[config.mk]
export PLATFORM = sky130hd
export DESIGN_NAME = seg_bcd_conv
export DESIGN_NICKNAME = d
export VERILOG_FILES = /design/src/rtl/seg_bcd_conv.sv
export SDC_FILE = /design/constraint.sdc
export NUM_CORES = 1
export LEC_CHECK = 0
export BUFFER_PORTS_ARGS = -buffer_cell sky130_fd_sc_hd__buf_2
export CAP_MARGIN = 20
export CORE_MARGIN = 4
export CORE_UTILIZATION = 30
export CTS_CLUSTER_SIZE = 25
export DETAILED_ROUTE_END_ITERATION = 7
export GPL_ROUTABILITY_DRIVEN = 0
export HOLD_SLACK_MARGIN = 0.06
export REMOVE_ABC_BUFFERS = 1
export SLEW_MARGIN = 20
export SYNTH_ARGS = -nofsm -noshare
export SYNTH_HDL_FRONTEND = slang
export SYNTH_SLANG_ARGS = --single-unit
export TNS_END_PERCENT = 5
[constraint.sdc]
create_clock -name clk -period 1.81 [get_ports clk]
set_input_delay 0.0905 -clock clk [delete_from_list [all_inputs] [get_ports clk]]
set_output_delay 0.0905 -clock clk [all_outputs]
set_load 0.005 [all_outputs]
[src/rtl/seg_bcd_conv.sv]
// seg_bcd_conv: converts the held 20-bit millivolt value to six packed BCD
// digits with a sequential shift-add-3 engine, and derives a leading-zero
// blanking mask for the downstream seven-segment scanner.
module seg_bcd_conv #(
  parameter logic        BLANK_EN = 1'b1,
  parameter logic [19:0] SAT_VAL  = 20'd999_999
) (
  input  logic        clk,
  input  logic        rst,
  input  logic [19:0] data,
  output logic [23:0] bcd,
  output logic [5:0]  blank,
  output logic        ovf,
  output logic        busy,
  output logic        bcd_valid
);

  typedef enum logic [1:0] {
    IDLE  = 2'd0,
    SHIFT = 2'd1,
    DONE  = 2'd2
  } state_t;

  // Blank pattern that represents a displayed value of 0.
  localparam logic [5:0] BLANK_RST = BLANK_EN ? 6'b111110 : 6'b000000;

  state_t      state;
  logic [19:0] last_data;
  logic [19:0] bin_sh;
  logic [23:0] bcd_sh;
  logic [4:0]  cnt;
  logic        ovf_sh;

  logic [23:0] bcd_adj;
  logic [5:0]  blank_nxt;
  logic        zero_run;

  // Add-3 correction on every BCD nibble that is 5 or more, ahead of the shift.
  always_comb begin
    bcd_adj = bcd_sh;
    for (int unsigned i = 0; i < 6; i++) begin
      if (bcd_sh[4*i +: 4] >= 4'd5) begin
        bcd_adj[4*i +: 4] = bcd_sh[4*i +: 4] + 4'd3;
      end
    end
  end

  // Leading-zero mask: a digit blanks only if it and all digits above it are 0.
  always_comb begin
    blank_nxt = '0;
    zero_run  = 1'b1;
    for (int unsigned i = 5; i >= 1; i--) begin
      zero_run     = zero_run & (bcd_sh[4*i +: 4] == 4'd0);
      blank_nxt[i] = zero_run & BLANK_EN;
    end
  end

  // Conversion FSM with registered outputs.
  always_ff @(posedge clk) begin
    if (rst) begin
      state     <= IDLE;
      last_data <= '0;
      bin_sh    <= '0;
      bcd_sh    <= '0;
      cnt       <= '0;
      ovf_sh    <= 1'b0;
      bcd       <= '0;
      blank     <= BLANK_RST;
      ovf       <= 1'b0;
      busy      <= 1'b0;
      bcd_valid <= 1'b0;
    end else begin
      bcd_valid <= 1'b0;
      case (state)
        IDLE: begin
          if (data != last_data) begin
            last_data <= data;
            if (data > SAT_VAL) begin
              bin_sh <= SAT_VAL;
              ovf_sh <= 1'b1;
            end else begin
              bin_sh <= data;
              ovf_sh <= 1'b0;
            end
            bcd_sh <= '0;
            cnt    <= '0;
            busy   <= 1'b1;
            state  <= SHIFT;
          end
        end
        SHIFT: begin
          bcd_sh <= {bcd_adj[22:0], bin_sh[19]};
          bin_sh <= {bin_sh[18:0], 1'b0};
          cnt    <= cnt + 5'd1;
          if (cnt == 5'd19) begin
            state <= DONE;
          end
        end
        DONE: begin
          bcd       <= bcd_sh;
          ovf       <= ovf_sh;
          blank     <= blank_nxt;
          bcd_valid <= 1'b1;
          busy      <= 1'b0;
          state     <= IDLE;
        end
        default: begin
          state <= IDLE;
          busy  <= 1'b0;
        end
      endcase
    end
  end

endmodule
==> results.sh <==
export IMPL_holdPathStages=2
export IMPL_multi_input_area_sq_mm=0.002484
export IMPL_worst_ep_required_time_ns=2.11
export IMPL_finalCritPeriodShare_pct=112.2
export IMPL_rsz0062_at_grt="yes"
export IMPL_start_kind="flop"
export IMPL_max_stage_delay_ns=0.35
export IMPL_die_x_microns=132.4
export IMPL_fin_nets=686
export IMPL_grt_first_pass_wirelength_microns=19300
export IMPL_synth_seq_area_share_pct=44.84
export IMPL_maxCapViolCount=0
export IMPL_max_freq_ghz=0.4926
export IMPL_ys_ff_latch=104
export IMPL_area_growth_pct=29.99
export IMPL_wl_per_cell_microns=14.05
export IMPL_dieArea_sq_mm=0.01753
export IMPL_violations="negative setup slack"
export IMPL_cts_htree_levels=3
export IMPL_portBuffers=53
export IMPL_yosys_area_share_xor_xnor_pct=5.282
export IMPL_p_sw_share_pct=24.03
export IMPL_place_hpwl_microns=7968
export IMPL_p_switching_w=0.001185
export IMPL_worst_pin_slew_ns=0.4979
export IMPL_root_buffer="clkbuf_16"
export IMPL_antenna_left=0
export IMPL_cts_inserted_buffers=9
export IMPL_final_core_util_pct=39.70
export IMPL_cts_tree="yes"
export IMPL_max_slew_margin_pct=66.39
export IMPL_synthSimpleGateAreaFrac_pct=21.10
export IMPL_start_util_pct=30.54
export IMPL_cpMaxStageDelayCell="nor4_2"
export IMPL_instances_no_fill=840
export IMPL_internal_power_w=0.003746
export IMPL_diodes=0
export IMPL_rr_worst_depth=7
export IMPL_worstReg2RegStart="last_data[1]"
export IMPL_cts_max_path_buffers=2
export IMPL_core_sq_mm=0.01520
export IMPL_synthMuxAreaShare_pct=0.2425
export IMPL_leakagePower_nw=2.412
export IMPL_drive_above_1_share_pct=25.92
export IMPL_critPathArrivalTime_ns=2.33
export IMPL_cp_max_fo=7
export IMPL_hold_viol=0
export IMPL_hp_class="primary input to flop"
export IMPL_ir_worst_vdd_mv=0.7709
export IMPL_ys_flop_type="dfxtp_1"
export IMPL_status="complete, but fails checks"
export IMPL_synthCells=550
export IMPL_placementRows=45
export IMPL_reg2reg_slack_ns=-0.22
export IMPL_cts_sinks=104
export IMPL_num_vias=4190
export IMPL_seqCellArea_sq_mm=0.002087
export IMPL_setup_tns_ns=-11.07
export IMPL_ys_async_sr_fraction_pct=0
export IMPL_die_h_microns=132.4
export IMPL_io_pins=55
export IMPL_fin_skew_ns=0.005725
export IMPL_grt_pass1_vias=3988
export IMPL_clk_pin_slew_ns=0.07
export IMPL_p_total_w=0.004930
export IMPL_slew_violations=0
export IMPL_netlist_area_sq_mm=0.004643
export IMPL_dp_slack_ns=-0.1922
export IMPL_seqPwrFrac_pct=48.9
export IMPL_min_to="bin_sh[14]"
export IMPL_ys_types=46
export IMPL_viasPerCell=4.988
export IMPL_worstSkewPairLatency_ns=0.35
export IMPL_criticalPathCategory="flop to flop"
export IMPL_nFillCells=1563
export IMPL_avgSynthCellArea_sq_um=8.442
export IMPL_drc=0
export IMPL_grt_max_degree=55
export IMPL_grt_use_total_pct=13.26
export IMPL_synth_enable_flop_cells=0
export IMPL_power_density_mw_per_mm2=816.9
export IMPL_drt_first_iter_violations=257
export IMPL_overflow=0
export IMPL_finalSetupViolCount=72
export IMPL_grt_antenna_before_repair=1
export IMPL_finalCriticalPeriod_ns=2.030
export IMPL_yosys_warnings=0
export IMPL_totalWireLength_microns=11800
export IMPL_synth_compound_area_share_pct=19.19
export IMPL_clockPowerShare_pct=40.8
export IMPL_path_cells="xor2_1 -> nor4_2 -> nand3_2 -> buf_4 -> o31a_4 -> nor2_4 -> a22o_2"
export IMPL_hp_start="data[14]"
export IMPL_synth_top_family_by_area="simple AND/OR/NAND/NOR gates"
export IMPL_cp_end_kind="flop"
export IMPL_dp_cells=801
export IMPL_firstDrtPassIters=4
export IMPL_comb_power_share_pct=10.3
export IMPL_synthAdderAreaFrac_pct=4.581
export IMPL_setup_slack_ns=-0.2200
export IMPL_rr_endpoint="bcd_sh[2]"
-- final cells by class --
type	count	share of cell area, %
clock buffer	12	4.250
clock inverter	4	0.8499
inverter	13	0.8085
multi-input combinational	401	41.15
sequential	104	34.58
tap	188	3.897
timing repair buffer	118	14.47
-- cell usage after synthesis, types with 3 or more instances --
cell,n,area (sq um)
nor2_1,41,153.9
ha_1,17,212.7
nand2b_1,10,62.56
clkbuf_1,20,75.07
nand4_1,3,18.77
a22o_1,10,87.58
a21oi_1,70,350.3
a22o_2,5,50.05
dfxtp_1,104,2082
buf_4,4,30.03
a32oi_1,7,61.31
buf_2,6,30.03
o221a_1,5,56.30
xnor2_1,6,52.55
nor3_1,4,20.02
xor2_1,22,192.7
nor4_1,9,56.30
a31oi_1,6,37.54
nand2_1,112,420.4
o21ai_0,14,70.07
nand3_1,31,155.2
inv_1,13,48.80
-- worst max-delay path by stage --
stage                  start    endpoint  cells after the start  slack (ns)
4_1_cts         last_data[7]  bin_sh[11]                      8       -0.15
2_1_floorplan  last_data[12]  bin_sh[15]                      6       -0.56
6_report        last_data[1]   bcd_sh[2]                      7       -0.22
3_3_place_gp    last_data[3]   bcd_sh[6]                      6       -0.15
3_5_place_dp    last_data[3]  bcd_sh[10]                      6       -0.19
5_1_grt        last_data[13]  bcd_sh[18]                      7       -0.28
-- per-stage QoR --
stage / instance area [sq um] / hold WS [ns]
3_3_place_gp: 5350 / 0.3749
6_report: 6036 / 0.09773
3_5_place_dp: 5350 / 0.3759
2_1_floorplan: 4474 / 0.1594
5_1_grt: 6036 / 0.1008
4_1_cts: 5828 / 0.07203
-- flip-flops by register name (all words and copies together) (netlist names) --
name and cells:
last_data 20, ovf_sh 1, bcd_sh 24, blank 5
ovf 1, busy 1, state 2, cnt 5
bcd 24, bcd_valid 1, bin_sh 20
-- critical path: cells and delay by family, from the launching register on --
| family | cells | cell delay [ns] |
|---|---|---|
| and+or+nand+nor | 3 | 0.79 |
| xor gates and xnor gates | 1 | 0.15 |
| DFF | 1 | 0.32 |
| AOI/OAI and AO/OA | 2 | 0.53 |
| buffers and inverters | 1 | 0.19 |
-- power groups by stage --
stage          sequential (W)  clock (W)  combinational (W)
2_1_floorplan         0.00245          0           0.000207
4_1_cts               0.00241    0.00207           0.000449
3_3_place_gp          0.00246          0           0.000415
6_report              0.00241    0.00201           0.000510
3_5_place_dp          0.00246          0           0.000423
5_1_grt               0.00242    0.00215           0.000557
-- placed cells by master (no fill, tap or decap), types with 4 or more instances in the layout --
master         synthesis  final
a21oi_1               70     61
a21oi_2                0      9
a22o_1                10     10
a22o_2                 5      5
a31oi_1                6      6
a32oi_1                7      7
buf_12                 0      5
buf_2                  6     53
buf_4                  4     46
clkbuf_16              0     10
dfxtp_1              104    100
dfxtp_2                0      4
dlygate4sd3_1          0     10
ha_1                  17     17
inv_1                 13     13
nand2_1              112    110
nand2b_1              10     10
nand3_1               31     28
nor2_1                41     39
nor3_1                 4      4
nor4_1                 9      6
o21ai_0               14     14
o221a_1                5      5
xnor2_1                6      6
xor2_1                22     21
-- timing repair --
item	4_1_cts	5_1_grt
setup buffers	3	7
pin swaps	19	25
hold buffers	10	0
endpoints found under the hold margin	15	0
gates resized for setup	8	29
cloned	2	1
setup endpoints to repair	70	73
-- routing by layer --
layer | global-route usage (%) | up-vias | part of all wire [%] | wire length [microns]
li1 | - | 2094 | - | -
met1 | 17.29 | 1977 | 45 | 5361
met2 | 21.30 | 96 | 48 | 5618
met3 | 4.580 | 21 | 5.6 | 661
met4 | 2.887 | 2 | 1.2 | 146
met5 | 0 | - | 0.11 | 13
-- logic make-up after synthesis --
family | after synthesis
AND/OR/NAND/NOR | 218
multiplexers | 1
buffers and inverters | 47
adder cells (fa/ha/maj) | 17
flip-flops | 104
AO/OA/AOI/OAI | 134
XOR/XNOR | 28
other | 1
(Power assumes the default switching activity.)
